### config.mk
export PLATFORM = sky130hd
export DESIGN_NAME = bram_port_arbiter_flat
export DESIGN_NICKNAME = d
export VERILOG_FILES = /design/src/rtl/bram_port_arbiter_pkg.sv /design/src/rtl/bram_port_arbiter_if.sv /design/src/rtl/bram_port_arbiter_burst_fsm.sv /design/src/rtl/bram_port_arbiter.sv /design/src/flat_wrapper.sv
export SDC_FILE = /design/constraint.sdc
export NUM_CORES = 1
export LEC_CHECK = 0
export BUFFER_PORTS_ARGS = -buffer_cell sky130_fd_sc_hd__buf_2
export CAP_MARGIN = 20
export CORE_ASPECT_RATIO = 0.8
export CORE_MARGIN = 5
export CORE_UTILIZATION = 32
export DETAILED_ROUTE_END_ITERATION = 6
export HOLD_SLACK_MARGIN = 0.03
export PLACE_DENSITY = 0.88
export SYNTH_ARGS = -nofsm -noshare
export SYNTH_HDL_FRONTEND = slang
export SYNTH_SLANG_ARGS = --single-unit
### constraint.sdc
create_clock -name clk -period 2.15 [get_ports clk]
set_input_delay 0.43 -clock clk [delete_from_list [all_inputs] [get_ports clk]]
set_output_delay 0.43 -clock clk [all_outputs]
set_load 0.02 [all_outputs]
### src/rtl/bram_port_arbiter_pkg.sv
// Shared widths, FSM encoding and helpers for the two-requester BRAM port arbiter.
// Latency: n/a (types and constants only).
// Backpressure: n/a.
package bram_port_arbiter_pkg;

    // Word address and data widths of the external single-port 2^18 x 8 BRAM.
    localparam int ADDR_WIDTH = 18;
    localparam int BIT_WIDTH  = 8;

    // Burst counter width; BURST_LEN is limited to 1..15 so it fits.
    localparam int CNT_WIDTH  = 4;

    typedef logic [ADDR_WIDTH-1:0] addr_t;
    typedef logic [BIT_WIDTH-1:0]  data_t;
    typedef logic [CNT_WIDTH-1:0]  cnt_t;

    // Arbiter ownership states; encodings are fixed so that external
    // debug tooling can decode the state register directly.
    typedef enum logic [1:0] {
        IDLE = 2'd0,
        OWN0 = 2'd1,
        OWN1 = 2'd2
    } arb_state_t;

    // Increment that sticks at 'limit' instead of wrapping.
    function automatic cnt_t cnt_sat_inc(input cnt_t cnt, input cnt_t limit);
        if (cnt >= limit) begin
            return limit;
        end
        return cnt + CNT_WIDTH'(1);
    endfunction

endpackage

### src/rtl/bram_port_arbiter_if.sv
// Requester-side bundle for both ports of the BRAM arbiter (req/we/addr/wdata in, gnt/rvalid/rdata out).
// Latency: gnt combinational with req; rvalid/rdata one cycle after an accepted read.
// Backpressure: requester holds req/we/addr/wdata stable until its gnt is seen high.
interface bram_port_arbiter_if;
    import bram_port_arbiter_pkg::*;

    // Requester 0
    logic  req0;
    logic  we0;
    addr_t addr0;
    data_t wdata0;
    logic  gnt0;
    logic  rvalid0;
    data_t rdata0;

    // Requester 1
    logic  req1;
    logic  we1;
    addr_t addr1;
    data_t wdata1;
    logic  gnt1;
    logic  rvalid1;
    data_t rdata1;

    // Requesters drive the access, observe grant and read return.
    modport master (
        output req0, we0, addr0, wdata0,
        output req1, we1, addr1, wdata1,
        input  gnt0, rvalid0, rdata0,
        input  gnt1, rvalid1, rdata1
    );

    // Arbiter side.
    modport slave (
        input  req0, we0, addr0, wdata0,
        input  req1, we1, addr1, wdata1,
        output gnt0, rvalid0, rdata0,
        output gnt1, rvalid1, rdata1
    );

endinterface

### src/rtl/bram_port_arbiter_burst_fsm.sv
// Burst-limited round-robin grant FSM for two requesters (state, burst count, last owner, grant decode).
// Latency: grants are combinational from req and registered state; state updates on the next clk edge.
// Backpressure: a waiting requester is held off for at most BURST_LEN grants to the other one.
//
// Ports: clk, rst (sync, active-high); req0/req1 in; gnt0/gnt1 out (combinational, forced low in reset).
module arb_burst_fsm
    import bram_port_arbiter_pkg::*;
#(
    parameter int BURST_LEN = 4
) (
    input  logic clk,
    input  logic rst,
    input  logic req0,
    input  logic req1,
    output logic gnt0,
    output logic gnt1
);

    localparam cnt_t BURST_MAX = CNT_WIDTH'(BURST_LEN);

    arb_state_t state, state_d;
    cnt_t       cnt, cnt_d;
    logic       last, last_d;   // owner of the most recently finished tenure
    logic       g0, g1;

    // Grant decode and next-state computation. The owner keeps the port
    // until its burst budget is spent while the other side waits, or until
    // it stops requesting; either way 'last' records who gave it up.
    always_comb begin
        g0      = 1'b0;
        g1      = 1'b0;
        state_d = state;
        cnt_d   = cnt;
        last_d  = last;

        case (state)
            IDLE: begin
                // Tie goes to whoever did not own the port last.
                if (req0 && (!req1 || last)) begin
                    g0      = 1'b1;
                    state_d = OWN0;
                    cnt_d   = CNT_WIDTH'(1);
                end else if (req1) begin
                    g1      = 1'b1;
                    state_d = OWN1;
                    cnt_d   = CNT_WIDTH'(1);
                end
            end

            OWN0: begin
                if (req0 && ((cnt < BURST_MAX) || !req1)) begin
                    g0    = 1'b1;
                    cnt_d = cnt_sat_inc(cnt, BURST_MAX);
                end else begin
                    last_d = 1'b0;
                    if (req1) begin
                        g1      = 1'b1;
                        state_d = OWN1;
                        cnt_d   = CNT_WIDTH'(1);
                    end else begin
                        state_d = IDLE;
                        cnt_d   = '0;
                    end
                end
            end

            OWN1: begin
                if (req1 && ((cnt < BURST_MAX) || !req0)) begin
                    g1    = 1'b1;
                    cnt_d = cnt_sat_inc(cnt, BURST_MAX);
                end else begin
                    last_d = 1'b1;
                    if (req0) begin
                        g0      = 1'b1;
                        state_d = OWN0;
                        cnt_d   = CNT_WIDTH'(1);
                    end else begin
                        state_d = IDLE;
                        cnt_d   = '0;
                    end
                end
            end

            default: begin
                state_d = IDLE;
                cnt_d   = '0;
            end
        endcase
    end

    // Reset is synchronous, so the grant must be masked explicitly while
    // rst is high or a transfer could slip through in that cycle.
    assign gnt0 = g0 & ~rst;
    assign gnt1 = g1 & ~rst;

    always_ff @(posedge clk) begin
        if (rst) begin
            state <= IDLE;
            cnt   <= '0;
            last  <= 1'b1;      // makes requester 0 win the first tie
        end else begin
            state <= state_d;
            cnt   <= cnt_d;
            last  <= last_d;
        end
    end

endmodule

### src/rtl/bram_port_arbiter.sv
// Two-requester arbiter for one external single-port BRAM: burst-limited grants, BRAM mux, read return.
// Latency: access issued to BRAM in the grant cycle; read data returned with rvalid one cycle later.
// Backpressure: gnt low holds the requester; no buffering, the requester keeps its request stable.
//
// Ports: clk, rst (sync, active-high); rq (requester bundle, slave side);
//        bram_ena/bram_wea/bram_addra/bram_dina out to the BRAM, bram_douta in (1-cycle registered read).
module bram_port_arbiter
    import bram_port_arbiter_pkg::*;
#(
    parameter int BURST_LEN = 4
) (
    input  logic                 clk,
    input  logic                 rst,
    bram_port_arbiter_if.slave   rq,
    output logic                 bram_ena,
    output logic                 bram_wea,
    output addr_t                bram_addra,
    output data_t                bram_dina,
    input  data_t                bram_douta
);

    logic gnt0, gnt1;
    logic rvalid0_q, rvalid1_q;
    logic rvalid0, rvalid1;

    arb_burst_fsm #(
        .BURST_LEN (BURST_LEN)
    ) u_fsm (
        .clk  (clk),
        .rst  (rst),
        .req0 (rq.req0),
        .req1 (rq.req1),
        .gnt0 (gnt0),
        .gnt1 (gnt1)
    );

    assign rq.gnt0 = gnt0;
    assign rq.gnt1 = gnt1;

    // BRAM port mux: the granted requester drives the port in the same
    // cycle; with no grant every BRAM input is parked at zero.
    always_comb begin
        bram_ena   = 1'b0;
        bram_wea   = 1'b0;
        bram_addra = '0;
        bram_dina  = '0;
        if (gnt0) begin
            bram_ena   = 1'b1;
            bram_wea   = rq.we0;
            bram_addra = rq.addr0;
            bram_dina  = rq.wdata0;
        end else if (gnt1) begin
            bram_ena   = 1'b1;
            bram_wea   = rq.we1;
            bram_addra = rq.addr1;
            bram_dina  = rq.wdata1;
        end
    end

    // Read-return tags line up with the BRAM's one-cycle output register,
    // so back-to-back reads come back back-to-back in grant order.
    always_ff @(posedge clk) begin
        if (rst) begin
            rvalid0_q <= 1'b0;
            rvalid1_q <= 1'b0;
        end else begin
            rvalid0_q <= gnt0 & ~rq.we0;
            rvalid1_q <= gnt1 & ~rq.we1;
        end
    end

    // A read accepted just before reset would otherwise return during the
    // first reset cycle; reset wins.
    assign rvalid0 = rvalid0_q & ~rst;
    assign rvalid1 = rvalid1_q & ~rst;

    assign rq.rvalid0 = rvalid0;
    assign rq.rvalid1 = rvalid1;
    assign rq.rdata0  = rvalid0 ? bram_douta : '0;
    assign rq.rdata1  = rvalid1 ? bram_douta : '0;

endmodule
### src/flat_wrapper.sv
// flat-port wrapper written by rule: the top's interface ports become plain ports
module bram_port_arbiter_flat import bram_port_arbiter_pkg::*;
#(
    parameter int BURST_LEN = 4
)
  (clk, rst, bram_ena, bram_wea, bram_addra, bram_dina, bram_douta, rq_req0, rq_we0, rq_addr0, rq_wdata0, rq_req1, rq_we1, rq_addr1, rq_wdata1, rq_gnt0, rq_rvalid0, rq_rdata0, rq_gnt1, rq_rvalid1, rq_rdata1);
  bram_port_arbiter_if rq_i ();
  input  logic clk;
  input  logic rst;
  output logic bram_ena;
  output logic bram_wea;
  output addr_t bram_addra;
  output data_t bram_dina;
  input  data_t bram_douta;
  input wire logic [$bits(rq_i.req0)-1:0] rq_req0;
  input wire logic [$bits(rq_i.we0)-1:0] rq_we0;
  input wire logic [$bits(rq_i.addr0)-1:0] rq_addr0;
  input wire logic [$bits(rq_i.wdata0)-1:0] rq_wdata0;
  input wire logic [$bits(rq_i.req1)-1:0] rq_req1;
  input wire logic [$bits(rq_i.we1)-1:0] rq_we1;
  input wire logic [$bits(rq_i.addr1)-1:0] rq_addr1;
  input wire logic [$bits(rq_i.wdata1)-1:0] rq_wdata1;
  output wire logic [$bits(rq_i.gnt0)-1:0] rq_gnt0;
  output wire logic [$bits(rq_i.rvalid0)-1:0] rq_rvalid0;
  output wire logic [$bits(rq_i.rdata0)-1:0] rq_rdata0;
  output wire logic [$bits(rq_i.gnt1)-1:0] rq_gnt1;
  output wire logic [$bits(rq_i.rvalid1)-1:0] rq_rvalid1;
  output wire logic [$bits(rq_i.rdata1)-1:0] rq_rdata1;
  assign rq_i.req0 = rq_req0;
  assign rq_i.we0 = rq_we0;
  assign rq_i.addr0 = rq_addr0;
  assign rq_i.wdata0 = rq_wdata0;
  assign rq_i.req1 = rq_req1;
  assign rq_i.we1 = rq_we1;
  assign rq_i.addr1 = rq_addr1;
  assign rq_i.wdata1 = rq_wdata1;
  assign rq_gnt0 = rq_i.gnt0;
  assign rq_rvalid0 = rq_i.rvalid0;
  assign rq_rdata0 = rq_i.rdata0;
  assign rq_gnt1 = rq_i.gnt1;
  assign rq_rvalid1 = rq_i.rvalid1;
  assign rq_rdata1 = rq_i.rdata1;
  bram_port_arbiter #(.BURST_LEN(BURST_LEN)) u_core (.clk(clk), .rst(rst), .rq(rq_i), .bram_ena(bram_ena), .bram_wea(bram_wea), .bram_addra(bram_addra), .bram_dina(bram_dina), .bram_douta(bram_douta));
endmodule
Word level (Yosys, flattened, before mapping). Cells that the tools add are included.

Add/subtract/negate cells: 1. Order comparisons: 2. Eq/ne operators: 5. Mux-type cells: 45. Bitwise operators: 9. Reduce and logical (&&, ||, !) cells: 12.

Operator list (number): $mux W18 (2); $mux W8 (4); $mux W4 (7); $mux W1 (22); $pmux W4 S3 (1); $mux W2 (5); $and A1 B1 Y1 (6); $pmux W1 S3 (2); $pmux W2 S3 (1); $reduce_and A3 Y1 (2); $add A4 B1 Y4 const B (1); $ge A4 B3 Y1 const B (1); $lt A4 B3 Y1 const B (1); $ne A2 B2 Y1 const B (2); $logic_and A1 B1 Y1 (3); $logic_or A1 B1 Y1 (3); $ne A3 B3 Y1 const B (1); $not A1 Y1 (3); $eq A2 B1 Y1 const B (1); $eq A2 B2 Y1 const B (1); $logic_not A1 Y1 (2); $logic_not A2 Y1 (1); $pmux W1 S2 (1); $reduce_bool A2 Y1 (1).

Register bits: 9. Input port bits: 66. Output and inout port bits: 48. Logic and storage cells: 79.

Logic depth before layout (Yosys ltp).
Depth after elaboration: 8. Depth in mapped cells: 7. Mapped depth without buffers: 4.

Cells and area by module. Synthesis repeated with hierarchy kept, for this count alone.

Cells, all modules: 117. Area, all modules: 974.7 um^2.

By module, submodules not included: arb_burst_fsm (times used 1, cells each 54, area an instance 493.0 um^2, sequential area each 140.1 um^2); bram_port_arbiter (times used 1, cells each 63, area an instance 481.7 um^2, sequential area each 40.0 um^2).

Worst setup path after synthesis. OpenSTA, ideal clock, no wires.

Path type: input to output. Start: input port rq_req0. End: output port bram_addra[10]. Arrival: 1533 ps. Required time: 1720 ps. Slack: 187 ps. Stages: 7. Path buffers: 3. Cell sequence: buf_2 -> nand2_1 -> mux2i_2 -> nor3_2 -> buf_4 -> buf_6 -> a22o_1.

Longest elaborated chain between the ends: 8. Elaborated cells on any way between the ends: 18. Classes of those cells: mux (11); bitwise (2); reduce/logical (5).

Ends and longest elaborated chain: start, declared (RTL line flat_wrapper.sv:15) `input wire logic [$bits(rq_i.req0)-1:0] rq_req0;`; $logic_not A1 Y1 (RTL line bram_port_arbiter_burst_fsm.sv:68) `if (req1 && ((cnt < BURST_MAX) || !req0)) begin`; $logic_or A1 B1 Y1 (RTL line bram_port_arbiter_burst_fsm.sv:68); $logic_and A1 B1 Y1 (RTL line bram_port_arbiter_burst_fsm.sv:68); $mux W1 (RTL line bram_port_arbiter_burst_fsm.sv:68); $pmux W1 S3 (RTL line bram_port_arbiter_burst_fsm.sv:36) `case (state)`; $and A1 B1 Y1 (RTL line bram_port_arbiter_burst_fsm.sv:94) `assign gnt1 = g1 & ~rst;`; $mux W18 (RTL line bram_port_arbiter.sv:52) `end else if (gnt1) begin`; $mux W18 * (RTL line bram_port_arbiter.sv:47) `if (gnt0) begin`; end, declared (RTL line flat_wrapper.sv:12) `output addr_t bram_addra;`.

Mark *: on every way between the ends. The rest lies on a longest branch, timed or not.

Final worst setup path.
Start: register u_core.u_fsm.cnt[3]. End: output port bram_addra[14].

Longest elaborated chain between the ends: 8. Elaborated cells on any way between the ends: 15. Classes of those cells: order compare (1); mux (8); bitwise (2); reduce/logical (4).

Ends and longest elaborated chain: start, declared (RTL line bram_port_arbiter_burst_fsm.sv:22) `cnt_t cnt, cnt_d;`; start signal, assigned (RTL line bram_port_arbiter_burst_fsm.sv:103) `cnt <= cnt_d;`; $lt A4 B3 Y1 * (RTL line bram_port_arbiter_burst_fsm.sv:51, bram_port_arbiter_burst_fsm.sv:68); $logic_or A1 B1 Y1 (on tied branches) (RTL line bram_port_arbiter_burst_fsm.sv:68, bram_port_arbiter_burst_fsm.sv:51); $logic_and A1 B1 Y1 (on tied branches) (RTL line bram_port_arbiter_burst_fsm.sv:68, bram_port_arbiter_burst_fsm.sv:51); $mux W1 (on tied branches) (RTL line bram_port_arbiter_burst_fsm.sv:68, bram_port_arbiter_burst_fsm.sv:51); $pmux W1 S3 (RTL line bram_port_arbiter_burst_fsm.sv:36); $and A1 B1 Y1 (RTL line bram_port_arbiter_burst_fsm.sv:94); $mux W18 (RTL line bram_port_arbiter.sv:52); $mux W18 * (RTL line bram_port_arbiter.sv:47).

Marks and branches as above.

==> impl_results.md <==
- Cell Pwr Density: 381 nW/um2
- First-pass GRT wire length: 6310 um
- Worst VDD drop: 284 uV
- Area of the core: 2770 um2
- Syn nets: 182
- Nets: 301
- CP Launch Type: flip-flop
- Number of synthesized register bits: 9
- IO Port Bufs: 113
- Final setup viols: 28
- Failing checks: negative setup slack
- Period utilization: 104%
- Max-slew headroom: 69.2%
- Source of the worst hold timing path: rq_we0
- Worst EP arrival: 1.80 ns
- Largest cells by area after synthesis: a22o_1 (26%), dfxtp_1 (20%), and2_1 (11%), a21oi_1 (4.3%), buf_2 (2.7%)
- Worst reg2reg setup slack: 0.67 ns
- Synth Area in Compound Gates: 39.8%
- Share of layout cells above drive strength 1: 61.8%
- Routed Antenna Nets: 0
- Row cnt: 17
- Worst Skew: 0.00397 ns
- Post-synth top cells: a22o_1 (27), and2_1 (16), dfxtp_1 (9), a21oi_1 (8), nand2_1 (6)
- Largest net degree at the start of global routing: 30
- Critical path fanouts, max: 29
- Synth area leader: a22o_1
- CTS root buffer: clkbuf_4
- Final worst slack: -0.0804 ns
- Vias per cell: 5.13
- CP required: 1.72 ns
- CTS Sinks: 9
- Worst-Skew Late Latency: 0.27 ns
- Area grow syn2layout: 89.0%
- 1st-iter DRT viols: 69
- Worst hold path class: in -> reg
- Worst-Margin Slew: 0.457 ns
- P_leak: 0.962 nW
- Top-count cell post-synth: a22o_1
- Final min period: 2.23 ns
- Sequential area share after synthesis: 19.5%
- Post-synthesis simple-gate area fraction: 27.1%
- DRC viols: 0
- WL/cell: 15.5 um
- CTS tree: yes
- ANT cells: 0
- Post-synth EDFFs: 0
- Cell variety after synth: 33
- Pre-Repair DR Iteration Count: 4
- Die H: 58.0 um
- Synth Instances: 115
- H-tree levels: 1
- R2r startpoint: u_core.u_fsm.state[0]
- Dpl cells: 260
- Clock Path Buffers: 2
- Die X: 70.1 um
- GRT Residual Overflow: 0
- # IOs: 114
- Worst Reg-to-Reg Cells: 5
- Total Routing Usage GR: 19.0%
- Layout Cells excl Fill: 271
- Vias in the first global route: 1,341
- Layout Utilization: 63.1%
- Outcome: complete, but fails checks
- Critical path class: reg -> out
- Die area: 4070 um2
- Syn_area_per_cell: 8.03 um2
- Clk slew on worst S/H paths: 0.07 ns
- WHS Endpoint: u_core.rvalid0_q
- Mux contribution to synthesized area: 3.79%
- Fmax: 448 MHz
- Final RePlAce weighted congestion: 0.821
- Max-cap violations: 0
- Initial Utilization: 33.4%
- DR vias: 1,391
- WHS Path Cells: 2
- Synth Area in XOR/XNOR: 0%
- Synth warn: 0
- Top-area cell type share of the netlist area: 25.6%
- Synth Area in Adders: 1.36%
- Synth Cell Area: 923 um2
- Largest family of logic cells by synthesized area: compound AO/OA/AOI/OAI gates
- WL final: 4210 um
- RSZ-0062 raised after global routing: true
- Main synth FF type: dfxtp_1
- Initial antenna violation count: 0
- Worst setup EP type: output pin
- Post-DP HPWL: 3010 um
- RR Endpoint: u_core.u_fsm.cnt[2]
- Asr flop ratio synth: 0%
- Num CTS Buffers: 3
- Final Hold Vio Count: 0
- Pins over their slew limit: 0
[kinds of logic after synthesis]
logic type / Yosys count
and+or+nand+nor: 40
adders and majority gates: 1
AOI/OAI and AO/OA: 48
muxes: 3
DFF: 9
buffers and inverters: 14
[layout by cell type (no fill, tap or decap), drive strengths merged]
master / synthesis / final
inv: 1 / 1
nand2: 6 / 6
o311ai: 1 / 1
dfxtp: 9 / 9
a211oi: 1 / 1
o211ai: 1 / 1
nand2b: 3 / 3
mux2: 1 / 1
a22o: 27 / 27
o31ai: 2 / 2
nand4bb: 1 / 1
o21ai: 3 / 3
and2: 16 / 16
clkbuf: 4 / 4
buf: 9 / 127
nor2b: 4 / 4
a21boi: 1 / 1
mux2i: 2 / 2
nor2: 2 / 2
ha: 1 / 1
o22ai: 1 / 1
o21bai: 2 / 2
and3b: 1 / 1
nor3: 4 / 4
nor4: 2 / 2
a21oi: 9 / 9
or2: 1 / 1
[final cells by class]
type                    instances  area [um2]
clock buffers                   4        26.3
fillers                       248        1020
inverters                       1        3.75
multi-input cells              92         731
flip-flops and latches          9         190
well taps                      38        47.5
repair buffers                127         747
[layer usage]
layer | track usage, % | routed length, um
met5 | 0 | 0
met4 | 6.56 | 81
met3 | 4.85 | 392
met2 | 36.2 | 2170
met1 | 20.5 | 1560
[worst max path at each step]
stage / startpoint / cells after the start / slack [ns] / end
after floorplan: rq_req0 / 7 / 0.19 / bram_addra[10]
after detailed placement: u_core.u_fsm.cnt[2] / 6 / 0.08 / bram_addra[10]
final: u_core.u_fsm.cnt[3] / 7 / -0.08 / bram_addra[14]
after CTS: u_core.u_fsm.cnt[3] / 7 / -0.08 / bram_addra[11]
after global placement: u_core.u_fsm.cnt[2] / 6 / 0.1 / bram_addra[10]
after global routing: u_core.u_fsm.state[0] / 7 / -0.15 / bram_addra[13]
[where the power goes]
part           internal, mW  leakage [nW]  switching (mW)
Combinational         0.167         0.871           0.178
Clock                0.0718        0.0150          0.0655
Sequential            0.173        0.0760          0.0103
Total                 0.412         0.962           0.254
[per-stage QoR]
stage	cell area [um2]	setup WS [ns]	power, mW	setup TNS [ns]	hold WS [ns]
2_1_floorplan	923	0.187	0.360	0	0.436
3_3_place_gp	1540	0.0994	0.481	0	0.447
3_5_place_dp	1540	0.0812	0.485	0	0.456
4_1_cts	1750	-0.0823	0.667	-1.84	0.327
5_1_grt	1750	-0.149	0.702	-3.43	0.325
6_report	1750	-0.0804	0.666	-1.72	0.330
[sequential cells by signal, indices dropped and copies added, names as in the netlist]
signal / cells
u_core.u_fsm.cnt: 4
u_core.u_fsm.state: 2
u_core.rvalid0_q: 1
u_core.u_fsm.last: 1
u_core.rvalid1_q: 1
[worst max-delay path, cell delays in order, from the launching register on]
cell     delay (ns)
dfxtp_4        0.37
nor2_4         0.14
buf_6          0.13
mux2i_4        0.25
nor3_4         0.07
buf_12         0.17
a22o_1         0.24
buf_2          0.16
[repair_timing]
item / CTS / global route
setup buffers: 7 / 1
pin swaps: 4 / 5
setup endpoints to repair: 29 / 30
hold buffers: 0 / 0
resized for setup: 33 / 7
gates cloned: 1 / 0
(Power assumes the default switching activity.)
